<file path="src/rtl/cavlc_pkg.sv">
// Shared CAVLC definitions: block limits, scan FSM states and the
// total-zeros table address packing used by Total_Zeros_Enc callers.
package cavlc_pkg;

    localparam int unsigned MAX_COEFF       = 16;
    localparam int unsigned COEFF_W_DEFAULT = 16;
    localparam int unsigned TZ_ADDR_W       = 8;

    typedef enum logic {
        COLLECT = 1'b0,
        HOLD    = 1'b1
    } state_t;

    function automatic logic [TZ_ADDR_W-1:0] tz_addr_pack(
        input logic [3:0] tc,
        input logic [3:0] tz
    );
        return {tc, tz};
    endfunction

endpackage

</file>
<file path="src/rtl/cavlc_coeff_classify.sv">
// Combinational coefficient classifier: zero, +/-1 and sign flags.
module cavlc_coeff_classify #(
    parameter int unsigned COEFF_W = 16
) (
    input  logic [COEFF_W-1:0] coeff,
    output logic               is_zero,
    output logic               is_pm1,
    output logic               sign
);

    always_comb begin
        is_zero = (coeff == '0);
        is_pm1  = (coeff == COEFF_W'(1)) || (coeff == '1);
        sign    = coeff[COEFF_W-1];
    end

endmodule

</file>
<file path="src/rtl/cavlc_coeff_scan.sv">
// CAVLC block statistics: TotalCoeff, TotalZeros, TrailingOnes, T1 signs and
// the registered total-zeros table address, held until downstream accepts.
module cavlc_coeff_scan
    import cavlc_pkg::*;
#(
    parameter int unsigned COEFF_W = COEFF_W_DEFAULT
) (
    input  logic               clk,
    input  logic               rst_n,
    input  logic               coeff_valid,
    output logic               coeff_ready,
    input  logic [COEFF_W-1:0] coeff,
    input  logic               coeff_last,
    output logic               stat_valid,
    input  logic               stat_ready,
    output logic [4:0]         total_coeff,
    output logic [3:0]         total_zeros,
    output logic [1:0]         trailing_ones,
    output logic [2:0]         t1_signs,
    output logic               tz_en,
    output logic [7:0]         tz_addr
);

    state_t     state;
    logic [4:0] cnt;
    logic [4:0] zeros_seen;

    logic       is_zero;
    logic       is_pm1;
    logic       sign;

    logic       accept;
    logic       block_end;
    logic [4:0] tc_nxt;
    logic [3:0] tz_nxt;
    logic [1:0] t1_nxt;
    logic [2:0] sg_nxt;
    logic       tz_en_nxt;
    logic [7:0] tz_addr_nxt;

    cavlc_coeff_classify #(
        .COEFF_W (COEFF_W)
    ) u_classify (
        .coeff   (coeff),
        .is_zero (is_zero),
        .is_pm1  (is_pm1),
        .sign    (sign)
    );

    assign coeff_ready = (state == COLLECT);
    assign stat_valid  = (state == HOLD);

    always_comb begin
        accept    = coeff_valid && (state == COLLECT);
        block_end = coeff_last || (cnt == 5'(MAX_COEFF - 1));

        tc_nxt = total_coeff;
        tz_nxt = total_zeros;
        t1_nxt = trailing_ones;
        sg_nxt = t1_signs;
        if (!is_zero) begin
            tc_nxt = total_coeff + 5'd1;
            // zeros_seen never exceeds 15 when a non-zero can still arrive
            tz_nxt = zeros_seen[3:0];
            if (is_pm1) begin
                t1_nxt = (trailing_ones == 2'd3) ? 2'd3 : trailing_ones + 2'd1;
                sg_nxt = {t1_signs[1:0], sign};
            end else begin
                t1_nxt = '0;
                sg_nxt = '0;
            end
        end

        tz_en_nxt   = (tc_nxt != 5'd0) && (tc_nxt != 5'(MAX_COEFF));
        tz_addr_nxt = tz_en_nxt ? tz_addr_pack(tc_nxt[3:0], tz_nxt) : '0;
    end

    always_ff @(posedge clk or negedge rst_n) begin
        if (!rst_n) begin
            state         <= COLLECT;
            cnt           <= '0;
            zeros_seen    <= '0;
            total_coeff   <= '0;
            total_zeros   <= '0;
            trailing_ones <= '0;
            t1_signs      <= '0;
            tz_en         <= 1'b0;
            tz_addr       <= '0;
        end else begin
            case (state)
                COLLECT: begin
                    if (accept) begin
                        cnt           <= cnt + 5'd1;
                        zeros_seen    <= is_zero ? zeros_seen + 5'd1 : zeros_seen;
                        total_coeff   <= tc_nxt;
                        total_zeros   <= tz_nxt;
                        trailing_ones <= t1_nxt;
                        t1_signs      <= sg_nxt;
                        tz_en         <= tz_en_nxt;
                        tz_addr       <= tz_addr_nxt;
                        if (block_end) begin
                            state <= HOLD;
                        end
                    end
                end
                HOLD: begin
                    if (stat_ready) begin
                        state         <= COLLECT;
                        cnt           <= '0;
                        zeros_seen    <= '0;
                        total_coeff   <= '0;
                        total_zeros   <= '0;
                        trailing_ones <= '0;
                        t1_signs      <= '0;
                        tz_en         <= 1'b0;
                        tz_addr       <= '0;
                    end
                end
                default: state <= COLLECT;
            endcase
        end
    end

endmodule

</file>
<file path="config.mk">
export PLATFORM = sky130hd
export DESIGN_NAME = cavlc_coeff_scan
export DESIGN_NICKNAME = d
export VERILOG_FILES = /design/src/rtl/cavlc_pkg.sv /design/src/rtl/cavlc_coeff_classify.sv /design/src/rtl/cavlc_coeff_scan.sv
export SDC_FILE = /design/constraint.sdc
export NUM_CORES = 1
export LEC_CHECK = 0
export ABC_AREA = 1
export CAP_MARGIN = 20
export CORE_MARGIN = 10
export CORE_UTILIZATION = 30
export CTS_BUF_LIST = sky130_fd_sc_hd__clkbuf_16
export CTS_CLUSTER_DIAMETER = 40
export DETAILED_ROUTE_END_ITERATION = 12
export PLACE_DENSITY_LB_ADDON = 0.05
export SLEW_MARGIN = 20
export SYNTH_ARGS = -nofsm -noshare
export SYNTH_HDL_FRONTEND = slang
export SYNTH_HIERARCHICAL = 1
export SYNTH_SLANG_ARGS = --single-unit
</file>
<file path="constraint.sdc">
create_clock -name clk -period 1.7 [get_ports clk]
set_input_delay 0.255 -clock clk [delete_from_list [all_inputs] [get_ports clk]]
set_output_delay 0.255 -clock clk [all_outputs]
set_load 0.05 [all_outputs]
</file>
==> run_results.csv, run 1 <==
group,metric,value,unit
final_layout,layout_commonest_cell,"nand2_1",
final_layout,regArea,802.0,sq um
logic_synthesis,seq_area_frac_synth,0.4661,
logic_synthesis,syn_inst,219,
sta,rsz0062_at_grt,"false",
sta,drv_slew,0,
global_route,grt_use_total,0.1013,
clocking,clock_latency,280,ps
placement,io_buffers,45,
final_layout,fin_cells,355,
sta,period_share,0.8293,
final_layout,drive_gt1_frac,0.2721,
routing,finalWirelength,4.195,mm
clocking,cts-root-buf,"clkbuf_16",
final_layout,areaGrowthSynthToFinish,46.54,%
logic_synthesis,synthTopCellsByArea,"dfrtp_1 (47%), nand2_1 (16%), inv_1 (5.7%), nor2_1 (5.2%), nand2_4 (3.3%)",
sta,period_needed,1410,ps
final_layout,nNetsFinal,307,
clocking,clkTransAtPathRegs,50,ps
sta,hold_viol,0,
run,drv_cap,0,
final_layout,final_cell_mix,"nand2_1 (68), buf_4 (39), dfrtp_1 (31)",
routing,wl_per_cell,11.82,um
routing,drt_iter0_markers,57,
floorplan,start_util,0.3101,
placement,place_area,2285,sq um
logic_synthesis,synth_cell_types,23,
routing,via_count,1524,
clocking,numCtsBuffers,5,
clocking,clk_path_buf_depth,2,
global_route,first_global_vias,1544,
routing,antenna_left,0,
sta,fin_skew,3.632,ps
routing,detail_route.first_pass.iterations,4,
global_route,antenna_found_initial,0,
sta,tightest_slew,411.9,ps
clocking,h-tree-depth,2,
setup_path,crit_path_end,"tz_addr[0]$_DFFE_PN0P_",
final_layout,diodes,0,
sta,fmax,0.7093,GHz
placement,gp_congestion,0.7675,
setup_path,crit_required,1870,ps
setup_path,rrSetupSlack,310,ps
hold_path,hp-class,"in -> async",
power,power_frac_seq,0.325,
logic_synthesis,yosysWarnings,6,
setup_path,critPathKind,"in -> reg",
floorplan,die_area,9153,sq um
placement,dpl.hpwl,3.242,mm
power,p_per_area,1257,nW/um^2
floorplan,core,5540,sq um
power,swShare,0.3756,
power,power.switching,1188,uW
final_layout,multi_input_area,782.0,sq um
logic_synthesis,synth_top_area_frac,0.4661,
power,power_leakage,0.001461,uW
routing,drcViolationCount,0,
logic_synthesis,synth_area,1718,sq um
floorplan,row_count,27,
power,vdd_drop_max,0.6846,mV
setup_path,rr_startpoint,"total_coeff[0]$_DFFE_PN0P_",
sta,maxSlewHeadroom,0.7254,
setup_path,rr_worst_depth,9,
power,clock_power_share,0.317,
final_layout,fill_cells,572,
sta,final-setup-viol-count,0,
setup_path,reg2reg_to,"tz_addr[0]$_DFFE_PN0P_",
setup_path,cp_max_fo,6,
global_route,grt_pass1_wl,7.403,mm
clocking,tritoncts,"done",
logic_synthesis,syn_area_per_cell,7.844,sq um
clocking,clock-sinks,32,
setup_path,setup.worst_path.start,"coeff[8]",
logic_synthesis,syn_nets,244,
setup_path,cp_data_arrival_time,1580,ps
placement,placed_cells,347,
power,p_int,1976,uW
outcome,status,"complete, no violations",
clocking,cts_hold_buf,0,
global_route,grt_max_degree,33,
floorplan,die_h,95.67,um
global_route,grt-ovfl-total,0,
floorplan,pin_count,46,
power,combPwrFrac,0.357,
routing,avgViaCountPerCell,4.293,
setup_path,startpoint_type,"primary input",
final_layout,fin_area,2517,sq um
logic_synthesis,synth_top_cell_by_area,"dfrtp_1",
floorplan,die_w,95.67,um
logic_synthesis,ys_ff_latch,32,
setup_path,endpoint_kind,"flop",
-- worst min-delay path by stage --
stage                                 from                         end  slack (ps)  cells past startpoint
floorplan                            rst_n          cnt[0]$_DFFE_PN0P_         -40                      0
finish                               rst_n      tz_addr[5]$_DFFE_PN0P_         380                      2
global placement    tz_addr[5]$_DFFE_PN0P_      tz_addr[5]$_DFFE_PN0P_         460                      2
CTS                                  rst_n  total_coeff[1]$_DFFE_PN0P_         410                      2
detailed placement  tz_addr[5]$_DFFE_PN0P_      tz_addr[5]$_DFFE_PN0P_         460                      2
global route                     coeff[15]     t1_signs[0]$_DFFE_PN0P_         400                      4
-- flip-flops by register name, indices dropped and copies added (netlist names) --
signal         flops
tz_addr            7
cnt                5
total_coeff        5
total_zeros        4
zeros_seen         4
t1_signs           3
trailing_ones      2
stat_valid         1
tz_en              1
-- stage by stage --
| stage | setup WS (ps) | TNS (ps) | utilization | hold slack, ps | power, uW |
|---|---|---|---|---|---|
| 2_1_floorplan | 124.8 | 0 | - | -40.59 | 1752 |
| 3_3_place_gp | -285.4 | -5288 | 0.4124 | 461.5 | 2166 |
| 3_5_place_dp | -345.0 | -5755 | 0.4124 | 461.8 | 2166 |
| 4_1_cts | 5.765 | 0 | 0.4449 | 405.1 | 3196 |
| 5_1_grt | 106.9 | 0 | 0.4544 | 402.3 | 3374 |
| 6_report | 290.1 | 0 | 0.4544 | 378.1 | 3164 |
-- power by group through the flow --
| stage | Clock (uW) | Sequential, uW | Combinational [uW] |
|---|---|---|---|
| 6_report | 1000 | 1030 | 1130 |
| 3_5_place_dp | 0 | 1040 | 1130 |
| 3_3_place_gp | 0 | 1040 | 1120 |
| 4_1_cts | 1020 | 1030 | 1150 |
| 2_1_floorplan | 0 | 1360 | 395 |
| 5_1_grt | 1070 | 1050 | 1260 |
-- worst max-delay path, cell delays in order --
cell	delay, ps
dlymetal6s2s_1	130
nor2_1	120
nand2_1	80
nor2_2	100
inv_1	60
nor2_2	120
bufinv_8	200
nand2_1	50
nand2_1	40
nand2_1	60
inv_2	40
nor2_2	100
nand2_2	110
nand2_1	80
nand2_1	40
-- area by class of cell --
type                            count  area share
Sequential cell                    32      0.3186
Multi-Input combinational cell    153      0.3106
Timing Repair Buffer               60      0.2197
Inverter                           30     0.05020
Clock buffer                        5     0.04970
Tap cell                           72     0.03579
Clock inverter                      3     0.01541
-- repair_timing --
item / in CTS / in global routing
resized for setup: 4 / 22
buffers inserted: 0 / 0
pin swaps: 2 / 16
endpoints found under the hold margin: 0 / 0
endpoints found under the setup margin: 6 / 20
-- cells by family (layout without fill, tap and decap cells) --
group | after synthesis | in the layout | synth area share
compound gates | 27 | 27 | 0.09469
fa+ha+maj | 4 | 4 | 0.02913
buf+inv | 34 | 98 | 0.09541
flops | 32 | 32 | 0.4661
simple gates | 122 | 122 | 0.3146
-- Yosys cell counts (all sizes together) --
library cell	count
ha	4
bufinv	1
dfrtp	32
nand3	7
o21ai	13
a21oi	7
nor3	3
a22o	1
a21o	4
nand2	80
inv	29
o22ai	2
nor2	29
buf	4
nand4	3
-- per-layer routing --
layer / vias up / track usage / share of wire
met3: 6 / 0.05185 / 0.090
met5: - / 0 / 0
met1: 667 / 0.1285 / 0.48
li1: 812 / - / -
met2: 39 / 0.1450 / 0.42
met4: 0 / 0.03317 / 0.012
(Power assumes the default switching activity.)
==> run 2, diff against run 1 <==
==> constraint.sdc (replaced) <==
create_clock -name clk -period 1.2 [get_ports clk]
set_input_delay 0.18 -clock clk [delete_from_list [all_inputs] [get_ports clk]]
set_output_delay 0.18 -clock clk [all_outputs]
set_load 0.05 [all_outputs]
==> run_results.csv, run 2 (synthesized netlist as in run 1, its figures left out) <==
group,metric,value,unit
sta,hold_viol,0,
final_layout,layout_commonest_cell,"nand2_1",
setup_path,critical-path-top-delay-family,"flip-flops",
final_layout,fill_cells,489,
sta,drv_slew,0,
power,vdd_drop_max,1.129,mV
setup_path,path_depth,5,
sta,tightest_slew,281.1,ps
sta,fmax,0.7680,GHz
routing,via_count,1718,
global_route,grt-ovfl-total,0,
routing,drcViolationCount,0,
setup_path,critPathBufInv,2,
routing,wl_per_cell,13.22,um
floorplan,row_count,27,
setup_path,cp_data_arrival_time,1460,ps
clocking,h-tree-depth,2,
setup_path,crit_required,1360,ps
setup_path,max_stage_delay,530,ps
outcome,status,"finished, violations left",
final_layout,final_cell_mix,"nand2_1 (53), buf_12 (29), dfrtp_1 (27)",
placement,gp_congestion,0.8545,
final_layout,finish.utilization,0.6179,
placement,place_area,2778,sq um
placement,dpl.hpwl,3.518,mm
final_layout,fin_cells,384,
final_layout,top_regs,"tz_addr (7), cnt (5), total_coeff (5)",
clocking,clk_path_buf_depth,2,
sta,period_share,1.085,
clocking,clkTransAtPathRegs,60,ps
final_layout,nNetsFinal,336,
clocking,tritoncts,"done",
final_layout,fin_area,3423,sq um
setup_path,reg2reg_to,"cnt[3]$_DFFE_PN0P_",
final_layout,largest_reg_flops,7,
power,p_per_area,1674,nW/um^2
clocking,clock_latency,270,ps
routing,detail_route.first_pass.iterations,4,
final_layout,largest-register,"tz_addr",
routing,drt_iter0_markers,54,
global_route,first_global_vias,1710,
sta,rsz0062_at_grt,"true",
floorplan,die_w,95.67,um
setup_path,rrSetupSlack,-100,ps
setup_path,rr_worst_depth,5,
routing,finalWirelength,5.078,mm
global_route,grt_pass1_wl,8.404,mm
clocking,numCtsBuffers,5,
placement,placed_cells,358,
placement,io_buffers,45,
final_layout,multi_input_area,1090,sq um
routing,avgViaCountPerCell,4.474,
sta,period_needed,1302,ps
floorplan,pin_count,46,
setup_path,endpoint_kind,"flop",
power,power_leakage,0.001659,uW
clocking,cts-root-buf,"clkbuf_16",
final_layout,diodes,0,
sta,maxSlewHeadroom,0.8112,
clocking,clock-sinks,32,
final_layout,regArea,809.5,sq um
sta,fin_skew,4.016,ps
sta,final-setup-viol-count,32,
global_route,grt_use_total,0.1138,
setup_path,crit_chain,"nor2_4, buf_4, nand4_1, o21ai_1, inv_1",
floorplan,die_area,9153,sq um
routing,antenna_left,0,
final_layout,areaGrowthSynthToFinish,99.27,%
final_layout,drive_gt1_frac,0.5641,
placement,dp_slack,-773.8,ps
setup_path,critPathKind,"reg -> reg",
outcome,violations,"setup timing",
global_route,antenna_found_initial,0,
sta,layout_setup_ws,-102.0,ps
setup_path,rr_startpoint,"stat_valid$_DFF_PN0_",
run,drv_cap,0,
setup_path,startpoint_type,"flop",
floorplan,start_util,0.3101,
floorplan,core,5540,sq um
floorplan,die_h,95.67,um
global_route,grt_max_degree,33,
hold_path,hp-class,"in -> async",
setup_path,cp_max_fo,3,
setup_path,slowest_stage,"dfrtp_4",
[run 2: cell types whose count changed in the layout (fill, tap and decap cells not counted), moves of 5 or more]
cell	previous run	this run
buf_4	39	25
nand2_1	68	53
o21ai_0	6	0
dlymetal6s2s_1	16	0
nand2_2	7	16
nor2_1	20	11
nor2_4	1	11
buf_6	0	20
nand3_2	0	5
buf_12	1	29
o21ai_2	3	8
nand3_1	7	2
buf_2	0	8
[run 2: layout make-up]
class,instances,area share
clock inverter,3,0.01243
clock buffer,5,0.03655
tap,72,0.02632
sequential,32,0.2365
inverter,30,0.04203
timing repair buffer,88,0.3253
timing repair inverter,1,0.002558
multi-input combinational,153,0.3183
[run 2: per-layer routing]
layer	share of wire	up-vias	global-route usage	routed length [um]
li1	-	878	-	-
met1	0.43	793	0.1454	2172
met2	0.48	43	0.1727	2437
met3	0.081	4	0.04949	413
met4	0.011	0	0.02703	55
met5	0	-	0	0
[run 2: how the worst max path moves through the flow]
stage | start | end | slack [ps]
2_1_floorplan | coeff[15] | tz_en$_DFFE_PN0P_ | -180
3_3_place_gp | coeff[15] | trailing_ones[0]$_DFFE_PN0P_ | -750
3_5_place_dp | coeff[15] | trailing_ones[0]$_DFFE_PN0P_ | -770
4_1_cts | total_coeff[0]$_DFFE_PN0P_ | tz_addr[2]$_DFFE_PN0P_ | -150
5_1_grt | stat_valid$_DFF_PN0_ | tz_addr[0]$_DFFE_PN0P_ | -170
6_report | stat_valid$_DFF_PN0_ | cnt[3]$_DFFE_PN0P_ | -100
[run 2: power breakdown]
part / total, uW / leakage [uW] / switching (uW) / internal [uW]
Sequential: 1540 / 0.000419 / 243 / 1290
Combinational: 2750 / 0.00116 / 1410 / 1340
Clock: 1450 / 0.0000798 / 473 / 974
[run 2: per-stage QoR]
step	setup TNS [ps]	hold slack [ps]	power (uW)
floorplan	-2787	-115.6	2546
global placement	-17840	508.1	3719
detailed placement	-18200	517.2	3731
CTS	-1671	279.4	5485
global route	-3897	294.2	6032
finish	-1714	271.5	5731
[run 2: worst reg2reg max path, delay by kind of cell (launching register included)]
family,cells,cell delay [ps]
and+or+nand+nor,2,320
AOI/OAI and AO/OA,1,150
buffers and inverters,2,190
DFF,1,530
[run 2: what timing repair did]
item / 4_1_cts / 5_1_grt
pin swaps: 34 / 17
setup endpoints to repair: 35 / 36
gates resized for setup: 115 / 56
gates cloned: 1 / 1
hold buffers: 0 / 0
setup buffers: 12 / 5
